`src/rtl/noc_params.sv`:
```
`default_nettype none
// ============================================================================
// Module      : noc_params (package)
// Description : Router-wide flit format and virtual-channel sizing.
// Revision    : 1.0
// ============================================================================
package noc_params;

    localparam int VC_NUM              = 4;
    localparam int VC_SIZE             = $clog2(VC_NUM);
    localparam int PAYLOAD_W           = 16;
    // Upstream credit counters initialise from this, so it must track the buffer depth.
    localparam int BUFFER_SIZE_DEFAULT = 8;

    typedef enum logic [1:0] {
        HEAD     = 2'b00,
        BODY     = 2'b01,
        TAIL     = 2'b10,
        HEADTAIL = 2'b11
    } flit_label_t;

    typedef struct packed {
        flit_label_t          flit_label;
        logic [VC_SIZE-1:0]   vc_id;
        logic [PAYLOAD_W-1:0] data;
    } flit_t;

endpackage
`default_nettype wire

```
`src/rtl/vc_input_buffer_pkg.sv`:
```
`default_nettype none
// ============================================================================
// Module      : vc_input_buffer_pkg (package)
// Description : Sizing helpers shared by the VC input buffer and its FIFOs.
// Revision    : 1.0
// ============================================================================
package vc_input_buffer_pkg;

    // Width of a counter that must hold every value 0..depth inclusive.
    function automatic int cnt_width(input int depth);
        return $clog2(depth + 1);
    endfunction

endpackage
`default_nettype wire

```
`src/rtl/vc_fifo_ctrl.sv`:
```
`default_nettype none
// ============================================================================
// Module      : vc_fifo_ctrl
// Description : Single-VC circular flit FIFO with count-decoded flags.
// Revision    : 1.0
// ============================================================================
module vc_fifo_ctrl
    import noc_params::*;
    import vc_input_buffer_pkg::*;
#(
    parameter  int BUFFER_SIZE        = BUFFER_SIZE_DEFAULT,
    parameter  int ALMOST_FULL_MARGIN = 1,
    localparam int c_CNT_W            = cnt_width(BUFFER_SIZE)
) (
    input  logic               clk,
    input  logic               rst,
    input  logic               i_push,
    input  logic               i_pop,
    input  flit_t              i_data,
    output flit_t              o_head,
    output logic [c_CNT_W-1:0] o_count,
    output logic               o_empty,
    output logic               o_full,
    output logic               o_almost_full,
    output logic               o_push_drop,
    output logic               o_pop_ack
);

    localparam int                 c_PTR_W    = $clog2(BUFFER_SIZE);
    localparam logic [c_PTR_W-1:0] c_PTR_LAST = c_PTR_W'(BUFFER_SIZE - 1);
    localparam logic [c_CNT_W-1:0] c_CNT_FULL = c_CNT_W'(BUFFER_SIZE);
    localparam logic [c_CNT_W-1:0] c_CNT_AF   = c_CNT_W'(BUFFER_SIZE - ALMOST_FULL_MARGIN);
    localparam logic [c_CNT_W-1:0] c_CNT_ONE  = c_CNT_W'(1);
    localparam logic [c_PTR_W-1:0] c_PTR_ONE  = c_PTR_W'(1);

    flit_t              r_mem [BUFFER_SIZE];
    logic [c_PTR_W-1:0] r_wr_ptr;
    logic [c_PTR_W-1:0] r_rd_ptr;
    logic [c_CNT_W-1:0] r_count;

    logic w_empty;
    logic w_full;
    logic w_pop_ok;
    logic w_push_ok;

    // Explicit wrap so non-power-of-two depths work.
    function automatic logic [c_PTR_W-1:0] ptr_next(input logic [c_PTR_W-1:0] ptr);
        return (ptr == c_PTR_LAST) ? '0 : ptr + c_PTR_ONE;
    endfunction

    assign w_empty   = (r_count == '0);
    assign w_full    = (r_count == c_CNT_FULL);
    assign w_pop_ok  = i_pop && !w_empty;
    // A pop in the same cycle frees the slot the push lands in.
    assign w_push_ok = i_push && (!w_full || w_pop_ok);

    always_ff @(posedge clk) begin
        if (w_push_ok) begin
            r_mem[r_wr_ptr] <= i_data;
        end
    end

    always_ff @(posedge clk) begin
        if (rst) begin
            r_wr_ptr <= '0;
            r_rd_ptr <= '0;
            r_count  <= '0;
        end else begin
            if (w_push_ok) begin
                r_wr_ptr <= ptr_next(r_wr_ptr);
            end
            if (w_pop_ok) begin
                r_rd_ptr <= ptr_next(r_rd_ptr);
            end
            case ({w_push_ok, w_pop_ok})
                2'b10:   r_count <= r_count + c_CNT_ONE;
                2'b01:   r_count <= r_count - c_CNT_ONE;
                default: r_count <= r_count;
            endcase
        end
    end

    assign o_head        = r_mem[r_rd_ptr];
    assign o_count       = r_count;
    assign o_empty       = w_empty;
    assign o_full        = w_full;
    assign o_almost_full = (r_count >= c_CNT_AF);
    assign o_push_drop   = i_push && !w_push_ok;
    assign o_pop_ack     = w_pop_ok;

endmodule
`default_nettype wire

```
`src/rtl/vc_input_buffer.sv`:
```
`default_nettype none
// ============================================================================
// Module      : vc_input_buffer
// Description : Per-VC input FIFOs sharing one write and one read port,
//               with credit return and overflow/underflow pulses.
// Revision    : 1.0
// ============================================================================
module vc_input_buffer
    import noc_params::*;
    import vc_input_buffer_pkg::*;
#(
    parameter int BUFFER_SIZE        = BUFFER_SIZE_DEFAULT,
    parameter int ALMOST_FULL_MARGIN = 1
) (
    input  logic                                    clk,
    input  logic                                    rst,
    input  flit_t                                   data_i,
    input  logic                                    write_i,
    input  logic                                    read_i,
    input  logic [VC_SIZE-1:0]                      read_vc_i,
    output flit_t                                   data_o,
    output logic [VC_NUM-1:0]                       is_empty_o,
    output logic [VC_NUM-1:0]                       is_full_o,
    output logic [VC_NUM-1:0]                       almost_full_o,
    output logic [VC_NUM*cnt_width(BUFFER_SIZE)-1:0] occupancy_o,
    output logic                                    credit_valid_o,
    output logic [VC_SIZE-1:0]                      credit_vc_o,
    output logic                                    overflow_o,
    output logic                                    underflow_o
);

    localparam int c_CNT_W = cnt_width(BUFFER_SIZE);

    flit_t              w_head [VC_NUM];
    logic [VC_NUM-1:0]  w_push_drop;
    logic [VC_NUM-1:0]  w_pop_ack;

    logic               r_credit_valid;
    logic [VC_SIZE-1:0] r_credit_vc;
    logic               r_overflow;
    logic               r_underflow;

    for (genvar v = 0; v < VC_NUM; v++) begin : g_vc
        logic w_push;
        logic w_pop;

        assign w_push = write_i && (data_i.vc_id == VC_SIZE'(v));
        assign w_pop  = read_i  && (read_vc_i    == VC_SIZE'(v));

        vc_fifo_ctrl #(
            .BUFFER_SIZE        (BUFFER_SIZE),
            .ALMOST_FULL_MARGIN (ALMOST_FULL_MARGIN)
        ) u_fifo (
            .clk           (clk),
            .rst           (rst),
            .i_push        (w_push),
            .i_pop         (w_pop),
            .i_data        (data_i),
            .o_head        (w_head[v]),
            .o_count       (occupancy_o[v*c_CNT_W +: c_CNT_W]),
            .o_empty       (is_empty_o[v]),
            .o_full        (is_full_o[v]),
            .o_almost_full (almost_full_o[v]),
            .o_push_drop   (w_push_drop[v]),
            .o_pop_ack     (w_pop_ack[v])
        );
    end

    assign data_o = w_head[read_vc_i];

    always_ff @(posedge clk) begin
        if (rst) begin
            r_credit_valid <= 1'b0;
            r_credit_vc    <= '0;
            r_overflow     <= 1'b0;
            r_underflow    <= 1'b0;
        end else begin
            r_credit_valid <= |w_pop_ack;
            if (|w_pop_ack) begin
                r_credit_vc <= read_vc_i;
            end
            r_overflow  <= |w_push_drop;
            // Empty-VC reads are never bypassed, even with a same-VC write.
            r_underflow <= read_i && is_empty_o[read_vc_i];
        end
    end

    assign credit_valid_o = r_credit_valid;
    assign credit_vc_o    = r_credit_vc;
    assign overflow_o     = r_overflow;
    assign underflow_o    = r_underflow;

endmodule
`default_nettype wire
```
`config.mk`:
```
export PLATFORM = sky130hd
export DESIGN_NAME = vc_input_buffer
export DESIGN_NICKNAME = d
export VERILOG_FILES = /design/src/rtl/noc_params.sv /design/src/rtl/vc_input_buffer_pkg.sv /design/src/rtl/vc_fifo_ctrl.sv /design/src/rtl/vc_input_buffer.sv
export SDC_FILE = /design/constraint.sdc
export NUM_CORES = 1
export LEC_CHECK = 0
export ABC_AREA = 1
export BUFFER_PORTS_ARGS = -buffer_cell sky130_fd_sc_hd__buf_4
export CAP_MARGIN = 20
export CORE_UTILIZATION = 25
export CTS_CLUSTER_DIAMETER = 30
export DETAILED_ROUTE_END_ITERATION = 10
export HOLD_SLACK_MARGIN = 0.05
export PLACE_DENSITY = 0.42
export SYNTH_ARGS = -nofsm -noshare
export SYNTH_HDL_FRONTEND = slang
export SYNTH_SLANG_ARGS = --single-unit
export TNS_END_PERCENT = 5
```
`constraint.sdc`:
```
create_clock -name clk -period 3.8 [get_ports clk]
set_input_delay 0.19 -clock clk [delete_from_list [all_inputs] [get_ports clk]]
set_output_delay 0.19 -clock clk [all_outputs]
set_load 0.01 [all_outputs]
```
Word level (Yosys, flattened, before mapping)
Memory sizes are Yosys's and may differ from the RTL's. A register that Yosys moved wholly into a read port is not among the register bits. Cells that the tools add are included.

Word-level logic and storage cells: 151. Output and inout port bits: 53. Bits in registers: 45. Memory bits (writable): 640. Memories: 4. Bits of input ports: 26.

Reduce and logical (&&, ||, !) cells: 49. $lt $le $gt $ge: 6. Bitwise operators: 1. $add $sub $neg: 16. Multiplexer cells: 33. Eq/ne operators: 26.

Memories: g_vc[0].u_fifo.r_mem (words 8, width 20, rd ports 1, clocked after Yosys merged registers in 1, wr ports 1, line vc_fifo_ctrl.sv:36) `flit_t r_mem [BUFFER_SIZE];`; g_vc[1].u_fifo.r_mem (words 8, width 20, rd ports 1, clocked after Yosys merged registers in 1, wr ports 1, line vc_fifo_ctrl.sv:36); g_vc[2].u_fifo.r_mem (words 8, width 20, rd ports 1, clocked after Yosys merged registers in 1, wr ports 1, line vc_fifo_ctrl.sv:36); g_vc[3].u_fifo.r_mem (words 8, width 20, rd ports 1, clocked after Yosys merged registers in 1, wr ports 1, line vc_fifo_ctrl.sv:36).

Operators with widths (number): 3-bit 2-to-1 mux (16); 20-bit binary-select mux with 2-bit select (1); 20-bit 2-to-1 mux (2); 4-bit one-hot mux with 2 select lines (4); 3-bit by 1-bit adder with 3-bit output (second input constant) (8); 3-bit == test (second input constant) (8); 1-bit logical AND (21); 4-bit by 1-bit adder with 4-bit output (second input constant) (4); 2-bit == test (second input constant) (8); 4-bit == test (second input constant) (4); 4-bit by 3-bit >= comparator with 1-bit output (second input constant) (4); 4-bit logical NOT (4); 4-bit by 1-bit subtractor with 4-bit output (second input constant) (4); 2-bit by 1-bit == test with 1-bit output (second input constant) (6); 1-bit logical NOT (12); 1-bit 2-to-1 mux (9); 2-bit nonzero test (4); 4-bit OR reduction (2); 2-bit logical NOT (2); 1-bit logical OR (4); 3-bit >= comparator (second input constant) (1); 2-bit by 3-bit less-than comparator with 1-bit output (second input constant) (1); 2-bit inverter with 3-bit output (1); 1-bit binary-select mux with 2-bit select (1).

Longest topological paths before layout
Word-level depth: 8. Gate-level depth with buffers: 17. Gate-level depth less buffers: 16.

Cells and area by module
From an unflattened synthesis, not the netlist that was laid out.

Cell total of the unflattened synthesis: 2178. Area, all modules: 28738.8 um^2.

Modules (own cells, without submodules): vc_fifo_ctrl (times used 4, seq. area each 5064.9 um^2, area each 6961.7 um^2, cells each 505); vc_input_buffer (times used 1, seq. area each 100.1 um^2, area each 892.1 um^2, cells each 158).

Worst setup path after synthesis
No wires, ideal clock.

Path type: register to register. From: register g_vc[1].u_fifo.r_count[0]. To: memory g_vc[1].u_fifo.r_mem[2][0] in the netlist's numbering (enable). Arrival: 2970 ps. Library setup time: 448 ps. Setup slack: 382 ps. Stages on the path, launching flop included: 8. Data required time: 3352 ps. Path through: dfxtp_1 nor2_2 nand3_1 nand2_2 nand2_1 nand2_2 buf_6 nor4_1.

Word-level cells in the longest chain between the ends: 7.

Ends and longest elaborated chain: from (decl) (line vc_fifo_ctrl.sv:39) `logic [c_CNT_W-1:0] r_count;`; from (signal assigned) (line vc_fifo_ctrl.sv:76) `2'b10: r_count <= r_count + c_CNT_ONE;`; from (signal assigned) (line vc_fifo_ctrl.sv:77) `2'b01: r_count <= r_count - c_CNT_ONE;`; from (signal assigned) (line vc_fifo_ctrl.sv:78) `default: r_count <= r_count;`; 4-bit logical NOT (line vc_fifo_ctrl.sv:51) `assign w_empty = (r_count == '0);`; 1-bit logical NOT (line vc_fifo_ctrl.sv:53) `assign w_pop_ok = i_pop && !w_empty;`; 1-bit logical AND (line vc_fifo_ctrl.sv:53); 1-bit logical OR (*) (line vc_fifo_ctrl.sv:55) `assign w_push_ok = i_push && (!w_full || w_pop_ok);`; 1-bit logical AND (*) (line vc_fifo_ctrl.sv:55); 1-bit 2-to-1 mux (*) (line vc_fifo_ctrl.sv:58) `if (w_push_ok) begin`; 1-bit 2-to-1 mux (implied by the code) (*) (line vc_fifo_ctrl.sv:59) `r_mem[r_wr_ptr] <= i_data;`; to (decl) (line vc_fifo_ctrl.sv:36).

Mark *: on every way between the ends. The rest lies on a longest branch, timed or not.

==> flow_summary.json <==
{
  "worst_ep_arrival_time_ns": 3.06,
  "root_buffer": "clkbuf_16",
  "post-synth-top-area-cell": "edfxtp_1",
  "numCtsBuffers": 165,
  "worst-path-max-fanout": 56,
  "fin_tns_setup_ns": 0,
  "synth_area_leaders": "edfxtp_1, nor2_1, nand2_1",
  "cts_tree": "yes",
  "core_mm2": 0.114,
  "synthCells": 2590,
  "fin_util_pct": 32.5,
  "synth-compound-area-share_pct": 5.79,
  "setup_violations": 0,
  "crit_path_max_incr_delay_ns": 0.74,
  "min_period_ns": 3.25,
  "worstSetupPathType": "reg2out",
  "synth_xor_xnor_area_share_pct": 0.121,
  "place_inst": 4094,
  "synthArstFlopShare_pct": 0,
  "die_h_um": 342,
  "gp_congestion": 0.785,
  "power_density_mw_per_mm2": 643,
  "synth_top_flop_cell": "edfxtp_1",
  "worstMarginPinSlew_ns": 1.05,
  "rr_worst_depth": 14,
  "fp-row-count": 124,
  "fill_cells": 11400,
  "vias_per_cell": 4.45,
  "wl_per_cell_um": 20.1,
  "initial_core_util_pct": 25.2,
  "syn_nets": 2644,
  "drt-initial-drc-count": 1259,
  "yosys.area_share.simple_pct": 18.1,
  "die_area_mm2": 0.117,
  "fp.dieW_um": 342,
  "ys_ff_latch": 697,
  "finClkSkew_ns": 0.0310,
  "drc": 0,
  "ir_drop_v": 0.000367,
  "dpl.hpwl_um": 51100,
  "grt_use_total_pct": 15.3,
  "rsz0062_at_grt": "false",
  "grt_remaining_overflow": 0,
  "antenna_left": 0,
  "yosys.area_share.adder_pct": 1.29,
  "cpMaxStageDelayCell": "dfxtp_2",
  "antenna_found_initial": 6,
  "cap_viol_max_count": 0,
  "ys_seq_area_share_pct": 70.6,
  "synth_top_family_by_area": "simple AND/OR/NAND/NOR gates",
  "hold_class": "in2reg",
  "port-buffer-count": 78,
  "muxShareOfSynthArea_pct": 0,
  "grt_pass1_vias": 19800,
  "regToRegSetupSlack_ns": 1.28,
  "synth_top_area_share_pct": 66.6,
  "path_cells": "buf_12, nor2_1, nor2_1, o21ai_0, nand3_1, nand3_1, nand2_1, clkinv_1, nand2_1, buf_4",
  "cp-end-kind": "primary output",
  "drt_first_pass_iters": 5,
  "ys_warn_count": 0,
  "avgSynthCellArea_um2": 11.1,
  "cp.required_ns": 3.61,
  "routed_wl_um": 89000,
  "holdCritStartpoint": "read_i",
  "clock_sinks": 697,
  "syn2layout_area_growth_pct": 28.8,
  "clk_latency_ns": 0.72,
  "hold_viol": 0,
  "synth_edf_count": 640,
  "synth_cell_types": 38,
  "status": "finished, final reports clean",
  "vias": 19700,
  "nets": 2829,
  "htree_levels": 4,
  "slew_violations": 0,
  "timing.rr.end": "g_vc[1].u_fifo.o_count[2]",
  "grt_max_degree": 81,
  "worstHoldPathCells": 4,
  "post-cts-setup-buffers": 0,
  "path_clk_slew_ns": 0.05,
  "synth_area_mm2": 0.0288,
  "drive_gt1_share_pct": 16.6,
  "grt_pass1_wl_um": 131000,
  "reg2reg_from": "g_vc[1].u_fifo.o_count[0]",
  "min_to": "underflow_o",
  "final_cells": 4432,
  "io_pins": 79,
  "fmax_mhz": 308,
  "clock_path_buffers": 3,
  "period_share_pct": 85.4,
  "slew_headroom_pct": 29.9,
  "startpoint_type": "flop",
  "p_leak_nw": 13.7
}
[cells by family after synthesis]
| group | Yosys count |
|---|---|
| AND/OR/NAND/NOR | 1269 |
| flip-flops | 697 |
| AO/OA/AOI/OAI | 327 |
| buffers and inverters | 265 |
| adder cells (fa/ha/maj) | 28 |
| XOR/XNOR | 4 |
[cell type report]
class / instances / area (um^2) / area share (%)
inverter: 122 / 458 / 1.23
sequential: 697 / 20400 / 54.8
clock inverter: 109 / 1330 / 3.57
clock buffer: 199 / 4380 / 11.8
multi-input combinational: 1628 / 7390 / 19.9
timing repair buffer: 161 / 1340 / 3.60
antenna: 4 / 10.0 / 0.0269
tap: 1512 / 1890 / 5.09
[worst max-delay path by stage]
stage	start	to	slack, ns	cells past startpoint
global route	flop	data_o[11]	0.29	10
detailed placement	data_i[16]	g_vc[1].u_fifo.o_count[2]	1.06	13
global placement	data_i[16]	g_vc[1].u_fifo.o_count[2]	1.02	13
finish	flop	data_o[11]	0.55	10
CTS	flop	data_o[11]	0.50	10
floorplan	g_vc[1].u_fifo.o_count[0]	g_vc[1].u_fifo.r_mem[2][0]	0.38	7
[repair_timing]
action                                 4_1_cts  5_1_grt
endpoints found under the hold margin      672        0
resized for setup                            0        0
hold buffers                                26        0
[power breakdown]
group / switching, mW / internal [mW]
combinational: 0.782 / 0.316
clock: 4.44 / 9.81
sequential: 0.0592 / 8.48
[cells in the mapped netlist (4+ instances only)]
| library cell | count |
|---|---|
| ha_1 | 25 |
| edfxtp_1 | 640 |
| nor3_1 | 8 |
| clkbuf_1 | 41 |
| inv_1 | 90 |
| dfxtp_1 | 57 |
| clkinv_1 | 8 |
| nand2_1 | 374 |
| o21ai_0 | 273 |
| clkbuf_2 | 21 |
| nor2_2 | 5 |
| a21oi_1 | 31 |
| nand3_1 | 265 |
| inv_2 | 24 |
| nand2_2 | 9 |
| nor2_1 | 591 |
| o21ai_1 | 13 |
| buf_1 | 4 |
| buf_2 | 52 |
| buf_4 | 23 |
[sequential cells by signal, indices dropped and copies added, names as in the netlist, named ones only]
name	cells
credit_vc_o	2
underflow_o	1
overflow_o	1
credit_valid_o	1
g_vc.u_fifo.o_count	16
g_vc.u_fifo.r_wr_ptr	12
g_vc.u_fifo.r_rd_ptr	12
g_vc.u_fifo.r_mem	640
[layer usage]
layer / global-route usage [%] / up-vias / wire length (um)
li1: - / 9374 / -
met1: 20.4 / 9747 / 41100
met2: 24.4 / 497 / 41500
met3: 3.18 / 123 / 4460
met4: 5.34 / 0 / 1940
met5: 0 / - / 0
[per-stage QoR]
step                      power [mW]  hold WS (ns)  instance area [um^2]  setup slack, ns
after floorplan                 9.24         0.289                 28800            0.382
after global placement          9.75         0.478                 31200             1.02
after detailed placement        9.77         0.480                 31200             1.06
after CTS                       24.2         0.281                 37200            0.498
after global routing            24.7         0.315                 37200            0.289
final                           23.9         0.328                 37200            0.554
[cells in the final DEF (no fill, tap or decap), drive strengths merged]
| master | instances |
|---|---|
| edfxtp | 640 |
| nor2 | 599 |
| nand2 | 385 |
| o21ai | 288 |
| nand3 | 268 |
| clkbuf | 199 |
| buf | 135 |
| inv | 122 |
| clkinv | 72 |
| dfxtp | 57 |
| a21oi | 31 |
| dlygate4sd3 | 26 |
| ha | 25 |
| bufinv | 24 |
| clkinvlp | 13 |
| nor3 | 8 |
| diode | 4 |
| or2 | 4 |
| a31o | 3 |
| xor2 | 3 |
| fa | 3 |
| nor4 | 2 |
| a211oi | 2 |
| nand4 | 2 |
| nor3b | 1 |
| o31ai | 1 |
| xnor2 | 1 |
| o211a | 1 |
| o22ai | 1 |
[critical path: cells and delay by family (launching register included)]
| family | cells | cell delay [ns] |
|---|---|---|
| AND/OR/NAND/NOR | 6 | 0.77 |
| flip-flops | 1 | 0.74 |
| buffers and inverters | 3 | 0.63 |
| AO/OA/AOI/OAI | 1 | 0.10 |
(Power assumes the default switching activity.)
